### src/rtl/m20k_port_arbiter.sv
// Dual-requester write/read arbiter in front of a single M20K-style memory.
// Clears the whole array after reset, then round-robins writes and reads independently.
module m20k_port_arbiter #(
  parameter int ADDR_W       = 10,
  parameter int READ_LATENCY = 2
) (
  input  logic              clk,
  input  logic              rst,
  input  logic              wrReqA,
  input  logic              wrReqB,
  input  logic [ADDR_W-1:0] wrAddrA,
  input  logic [ADDR_W-1:0] wrAddrB,
  input  logic [1:0]        wrMaskA,
  input  logic [1:0]        wrMaskB,
  input  logic [19:0]       wrDataA,
  input  logic [19:0]       wrDataB,
  output logic              wrGntA,
  output logic              wrGntB,
  input  logic              rdReqA,
  input  logic              rdReqB,
  input  logic [ADDR_W-1:0] rdAddrA,
  input  logic [ADDR_W-1:0] rdAddrB,
  output logic              rdGntA,
  output logic              rdGntB,
  output logic              rdDataValid,
  output logic              rdDataOwner,
  output logic [19:0]       rdData,
  output logic              memWriteEnable,
  output logic [ADDR_W-1:0] memWriteAddr,
  output logic [1:0]        memWriteMask,
  output logic [19:0]       memWriteData,
  output logic              memReadEnable,
  output logic [ADDR_W-1:0] memReadAddr,
  input  logic [19:0]       memReadData,
  output logic              busy
);

  typedef enum logic {ST_CLEAR, ST_RUN} state_t;

  state_t                  state_q, state_d;
  logic [ADDR_W-1:0]       clr_cnt_q, clr_cnt_d;
  logic                    wr_pri_q, wr_pri_d;
  logic                    rd_pri_q, rd_pri_d;
  logic [READ_LATENCY-1:0] pipe_vld_q, pipe_vld_d;
  logic [READ_LATENCY-1:0] pipe_own_q, pipe_own_d;

  logic              wr_sel, rd_sel, wr_go, rd_go;
  logic [ADDR_W-1:0] wr_addr_w, rd_addr_w;

  always_ff @(posedge clk) begin
    if (rst) begin
      state_q    <= ST_CLEAR;
      clr_cnt_q  <= '0;
      wr_pri_q   <= 1'b0;
      rd_pri_q   <= 1'b0;
      pipe_vld_q <= '0;
      pipe_own_q <= '0;
    end else begin
      state_q    <= state_d;
      clr_cnt_q  <= clr_cnt_d;
      wr_pri_q   <= wr_pri_d;
      rd_pri_q   <= rd_pri_d;
      pipe_vld_q <= pipe_vld_d;
      pipe_own_q <= pipe_own_d;
    end
  end

  always_comb begin
    state_d        = state_q;
    clr_cnt_d      = clr_cnt_q;
    wr_pri_d       = wr_pri_q;
    rd_pri_d       = rd_pri_q;
    wrGntA         = 1'b0;
    wrGntB         = 1'b0;
    rdGntA         = 1'b0;
    rdGntB         = 1'b0;
    memWriteEnable = 1'b0;
    memWriteAddr   = '0;
    memWriteMask   = '0;
    memWriteData   = '0;
    memReadEnable  = 1'b0;
    memReadAddr    = '0;
    wr_go          = 1'b0;
    rd_go          = 1'b0;
    busy           = rst || (state_q == ST_CLEAR);

    // Selected side: 0=A, 1=B; priority bit only matters on contention
    wr_sel    = (wrReqA && wrReqB) ? wr_pri_q : ~wrReqA;
    rd_sel    = (rdReqA && rdReqB) ? rd_pri_q : ~rdReqA;
    wr_addr_w = wr_sel ? wrAddrB : wrAddrA;
    rd_addr_w = rd_sel ? rdAddrB : rdAddrA;

    case (state_q)
      ST_CLEAR: begin
        if (!rst) begin
          memWriteEnable = 1'b1;
          memWriteMask   = 2'b11;
          memWriteAddr   = clr_cnt_q;
          clr_cnt_d      = clr_cnt_q + 1'b1;
          if (clr_cnt_q == '1) state_d = ST_RUN;
        end
      end
      ST_RUN: begin
        if (!rst) begin
          wr_go = wrReqA || wrReqB;
          // A read colliding with this cycle's write waits, so it returns the new data
          rd_go = (rdReqA || rdReqB) && !(wr_go && (rd_addr_w == wr_addr_w));
          if (wr_go) begin
            wrGntA         = ~wr_sel;
            wrGntB         = wr_sel;
            memWriteEnable = 1'b1;
            memWriteAddr   = wr_addr_w;
            memWriteMask   = wr_sel ? wrMaskB : wrMaskA;
            memWriteData   = wr_sel ? wrDataB : wrDataA;
            wr_pri_d       = ~wr_sel;
          end
          if (rd_go) begin
            rdGntA        = ~rd_sel;
            rdGntB        = rd_sel;
            memReadEnable = 1'b1;
            memReadAddr   = rd_addr_w;
            rd_pri_d      = ~rd_sel;
          end
        end
      end
      default: state_d = ST_CLEAR;
    endcase

    pipe_vld_d    = pipe_vld_q << 1;
    pipe_vld_d[0] = rd_go;
    pipe_own_d    = pipe_own_q << 1;
    pipe_own_d[0] = rd_go && rd_sel;
  end

  assign rdDataValid = pipe_vld_q[READ_LATENCY-1] && !rst;
  assign rdDataOwner = pipe_own_q[READ_LATENCY-1] && rdDataValid;
  assign rdData      = rdDataValid ? memReadData : '0;

endmodule

### config.mk
export PLATFORM = sky130hd
export DESIGN_NAME = m20k_port_arbiter
export DESIGN_NICKNAME = d
export VERILOG_FILES = /design/src/rtl/m20k_port_arbiter.sv
export SDC_FILE = /design/constraint.sdc
export NUM_CORES = 1
export LEC_CHECK = 0
export CAP_MARGIN = 20
export CORE_MARGIN = 2
export CORE_UTILIZATION = 30
export CTS_CLUSTER_SIZE = 25
export DETAILED_ROUTE_END_ITERATION = 8
export GPL_ROUTABILITY_DRIVEN = 0
export GPL_TIMING_DRIVEN = 0
export PLACE_DENSITY = 0.87
export SETUP_SLACK_MARGIN = 0.1
export SKIP_LAST_GASP = 1
export SLEW_MARGIN = 20
export SYNTH_ARGS = -nofsm -noshare
export SYNTH_HDL_FRONTEND = slang
export SYNTH_SLANG_ARGS = --single-unit
### constraint.sdc
create_clock -name clk -period 5.54 [get_ports clk]
set_input_delay 0.831 -clock clk [delete_from_list [all_inputs] [get_ports clk]]
set_output_delay 0.831 -clock clk [all_outputs]
set_load 0.03 [all_outputs]
==> out/results.tsv <==
stage	metric	value	unit
floorplanning	I/O pin count	181	
finish	nets	501	
worst_setup_path	Worst Setup EP	memReadAddr[6]	
finish	n_diodes	0	
detailed_routing	total number of vias	2190	
finish	layout cell share with drive strength beyond 1	0.0308	
detailed_routing	Detail Route Antenna Nets	0	
worst_setup_path	CP bufs+invs	4	
clocking	clk_lat worst skew	0.25	ns
global_route	GR Util All Layers	0.223	
power	Power Density	99.6	nW/um^2
placed_design	dpl cells	455	
yosys	Synth Register Bits	17	
worst_setup_path	CP endpoint kind	primary output	
floorplanning	Starting Density	0.311	
worst_setup_path	r2r worst-path depth	9	
clocking	Worst-path clk slew	0.06	ns
global_route	grt ovf	0	
timing	Final min period	4.66	ns
power	Leakage	1.39	nW
worst_setup_path	max incr delay on CP	0.68	ns
clocking	TritonCTS Sinks	17	
worst_setup_path	Top delay family on crit path	buffers and inverters	
clocking	CTS tree	yes	
clocking	CTS max path bufs	2	
clocking	post-CTS sizing	0	
detailed_routing	TritonRoute pass-1 iters	4	
timing	Slew Limit Fails	0	
clocking	hold buffers post-CTS	0	
placed_design	Post-DP HPWL	5.92	mm
yosys	Synth cell types	33	
outcome	status	finished, final reports clean	
clocking	clock root buffer	clkbuf_8	
worst_setup_path	Startpoint Class	input pin	
finish	register area	340	sq um
timing	Setup TNS	0	ns
detailed_routing	Residual DRC	0	
timing	Max Clock Freq	0.214	GHz
finish	final non-filler cell total	459	
detailed_routing	Initial DRC Count	30	
worst_setup_path	WS Path Type	input pin to primary output	
timing	Hold Slack	0.451	ns
timing	Final period util	0.842	
worst_setup_path	Reg2Reg Capture Point	pipe_vld_q[0]$_SDFF_PP0_	
timing	clock skew	0.00139	ns
finish	Multi-input gate area	1150	sq um
worst_setup_path	WP depth	11	
global_route	vias in the first global route	2263	
detailed_routing	Wirelength per Cell	14.8	um
hold_path	HP Class	register to register	
worst_setup_path	maximum fanout along the worst path	10	
floorplanning	Die Ht	77.0	um
timing	Final Hold Vio Count	0	
yosys	yosys warns	0	
detailed_routing	Via density	4.77	
global_route	initial antenna violation count	0	
clocking	Inserted Clock Buffers	3	
timing	unrepaired setup endpoints after global routing	no	
worst_setup_path	CP Cell Sequence	clkdlybuf4s50_1 -> a21boi_2 -> buf_6 -> mux2i_1 -> xor2_1 -> nor3_1 -> nand4_1 -> nand3b_2 -> buf_6 -> nor2_1 -> clkdlybuf4s50_1	
worst_setup_path	crit path DAT	3.83	ns
clocking	CTS H-tree lvls	1	
timing	Final setup violation count	0	
floorplanning	core area	5140	sq um
worst_setup_path	Worst Setup SP	wrReqA	
yosys	sequential fraction of the synthesis area	0.213	
yosys	Mapped Area	1600	sq um
yosys	Net Count, Synth	316	
floorplanning	die area	5930	sq um
timing	worst slew pin tran	0.447	ns
run	Max-cap violations	0	
worst_setup_path	worst reg2reg path startpoint	wr_pri_q$_SDFFE_PP0P_	
global_route	largest net degree at the start of global routing	11	
global_route	first-pass GRT wire length	10.7	mm
finish	number of fill cells	423	
worst_setup_path	Reg2Reg Setup Slack	3.33	ns
yosys	Cells after Synth	205	
floorplanning	Rows	26	
placed_design	port buffer count	180	
worst_setup_path	Req. time, crit path	4.71	ns
power	maximum VDD drop	0.0569	mV
timing	Rel. slew slack	0.702	
yosys	Avg Inst Size Synth	7.81	sq um
floorplanning	die width	77.0	um
finish	Synth-to-Final Area Change	121	%
clocking	post-CTS setup buffer count	0	
worst_setup_path	Worst path slowest cell	clkdlybuf4s50_1	
detailed_routing	Routed WL	6.79	mm
cells by family after synthesis:
logic type / share of synthesized area
AO/OA/AOI/OAI: 0.200
XOR/XNOR: 0.109
adder cells (fa/ha/maj): 0.00782
buffers and inverters: 0.0657
flip-flops: 0.213
multiplexers: 0.131
AND/OR/NAND/NOR: 0.273
metal layers:
| metal | GRT usage | wire length (um) | vias up | share of wire |
|---|---|---|---|---|
| met4 | 0.0679 | 126 | 0 | 0.019 |
| met1 | 0.215 | 2390 | 970 | 0.35 |
| met2 | 0.457 | 3630 | 130 | 0.53 |
| li1 | - | - | 1079 | - |
| met3 | 0.0553 | 643 | 11 | 0.095 |
| met5 | 0 | 0 | - | 0 |
sequential cells by signal, summed over array words and instances, names as in the netlist:
| register | cells |
|---|---|
| clr_cnt_q | 10 |
| pipe_own_q | 2 |
| pipe_vld_q | 2 |
| rd_pri_q | 1 |
| state_q | 1 |
| wr_pri_q | 1 |
final cells by class:
cell class,count,area share
inverters,3,0.00318
well taps,70,0.0248
plain buffers,15,0.0265
flip-flops and latches,17,0.0962
clock inverters,1,0.00142
multi-input cells,170,0.327
repair buffers,180,0.510
clock buffers,3,0.0117
metrics by stage:
stage / worst slack (ns) / power, mW / area (sq um) / utilization
floorplan: 2.16 / 0.171 / 1600 / -
CTS: 0.862 / 0.355 / 3540 / 0.688
global route: 0.726 / 0.369 / 3540 / 0.688
detailed placement: 0.865 / 0.263 / 3490 / 0.679
global placement: 0.906 / 0.261 / 3490 / 0.679
finish: 0.876 / 0.352 / 3540 / 0.688
cell usage after synthesis:
master / instances / share of area
xor2_1: 16 / 0.088
inv_1: 3 / 0.0070
nand3_1: 5 / 0.016
o21ai_0: 12 / 0.038
nand3b_1: 1 / 0.0047
a21boi_2: 1 / 0.0070
xnor2_1: 4 / 0.022
nand2_1: 14 / 0.033
and3_1: 2 / 0.0078
buf_8: 1 / 0.0094
o21a_1: 1 / 0.0047
nand2b_1: 2 / 0.0078
o21bai_1: 1 / 0.0047
and2_1: 22 / 0.086
and4b_1: 1 / 0.0063
mux2i_1: 21 / 0.13
a21boi_4: 1 / 0.012
a22o_1: 20 / 0.11
buf_1: 1 / 0.0023
a21oi_1: 2 / 0.0063
nand3b_2: 1 / 0.0070
a32o_1: 1 / 0.0063
nor2_1: 30 / 0.070
buf_6: 3 / 0.021
dfxtp_1: 17 / 0.21
clkbuf_1: 9 / 0.021
nor4_1: 1 / 0.0039
nand4_1: 2 / 0.0078
buf_4: 1 / 0.0047
nor2b_1: 5 / 0.020
nor3_1: 1 / 0.0031
ha_1: 1 / 0.0078
a221o_1: 2 / 0.013
cells in the final DEF, fill, tap and decap left out, types with 2 or more instances in the layout:
master	count
a21oi_1	2
clkbuf_8	3
clkbuf_1	9
nand2_1	14
nor2_1	30
clkdlybuf4s50_1	180
xor2_1	16
a221o_1	2
a22o_1	20
nand4_1	2
o21ai_0	12
dfxtp_1	17
inv_1	3
mux2i_1	21
xnor2_1	4
buf_6	3
nand2b_1	2
and3_1	2
and2_1	22
nand3_1	5
nor2b_1	5
where the power goes:
part	internal, mW	switching (mW)
Sequential	0.124	0.00233
Combinational	0.0906	0.0429
Clock	0.0500	0.0422
how the worst min path moves through the flow:
stage	from	to	cells past startpoint
2_1_floorplan	pipe_own_q[0]$_SDFF_PP0_	pipe_own_q[1]$_SDFF_PP0_	1
3_3_place_gp	pipe_vld_q[0]$_SDFF_PP0_	pipe_vld_q[1]$_SDFF_PP0_	1
3_5_place_dp	pipe_vld_q[0]$_SDFF_PP0_	pipe_vld_q[1]$_SDFF_PP0_	1
4_1_cts	pipe_vld_q[0]$_SDFF_PP0_	pipe_vld_q[1]$_SDFF_PP0_	1
5_1_grt	pipe_vld_q[0]$_SDFF_PP0_	pipe_vld_q[1]$_SDFF_PP0_	1
6_report	pipe_vld_q[0]$_SDFF_PP0_	pipe_vld_q[1]$_SDFF_PP0_	1
Power figures use the tool's default switching activity.
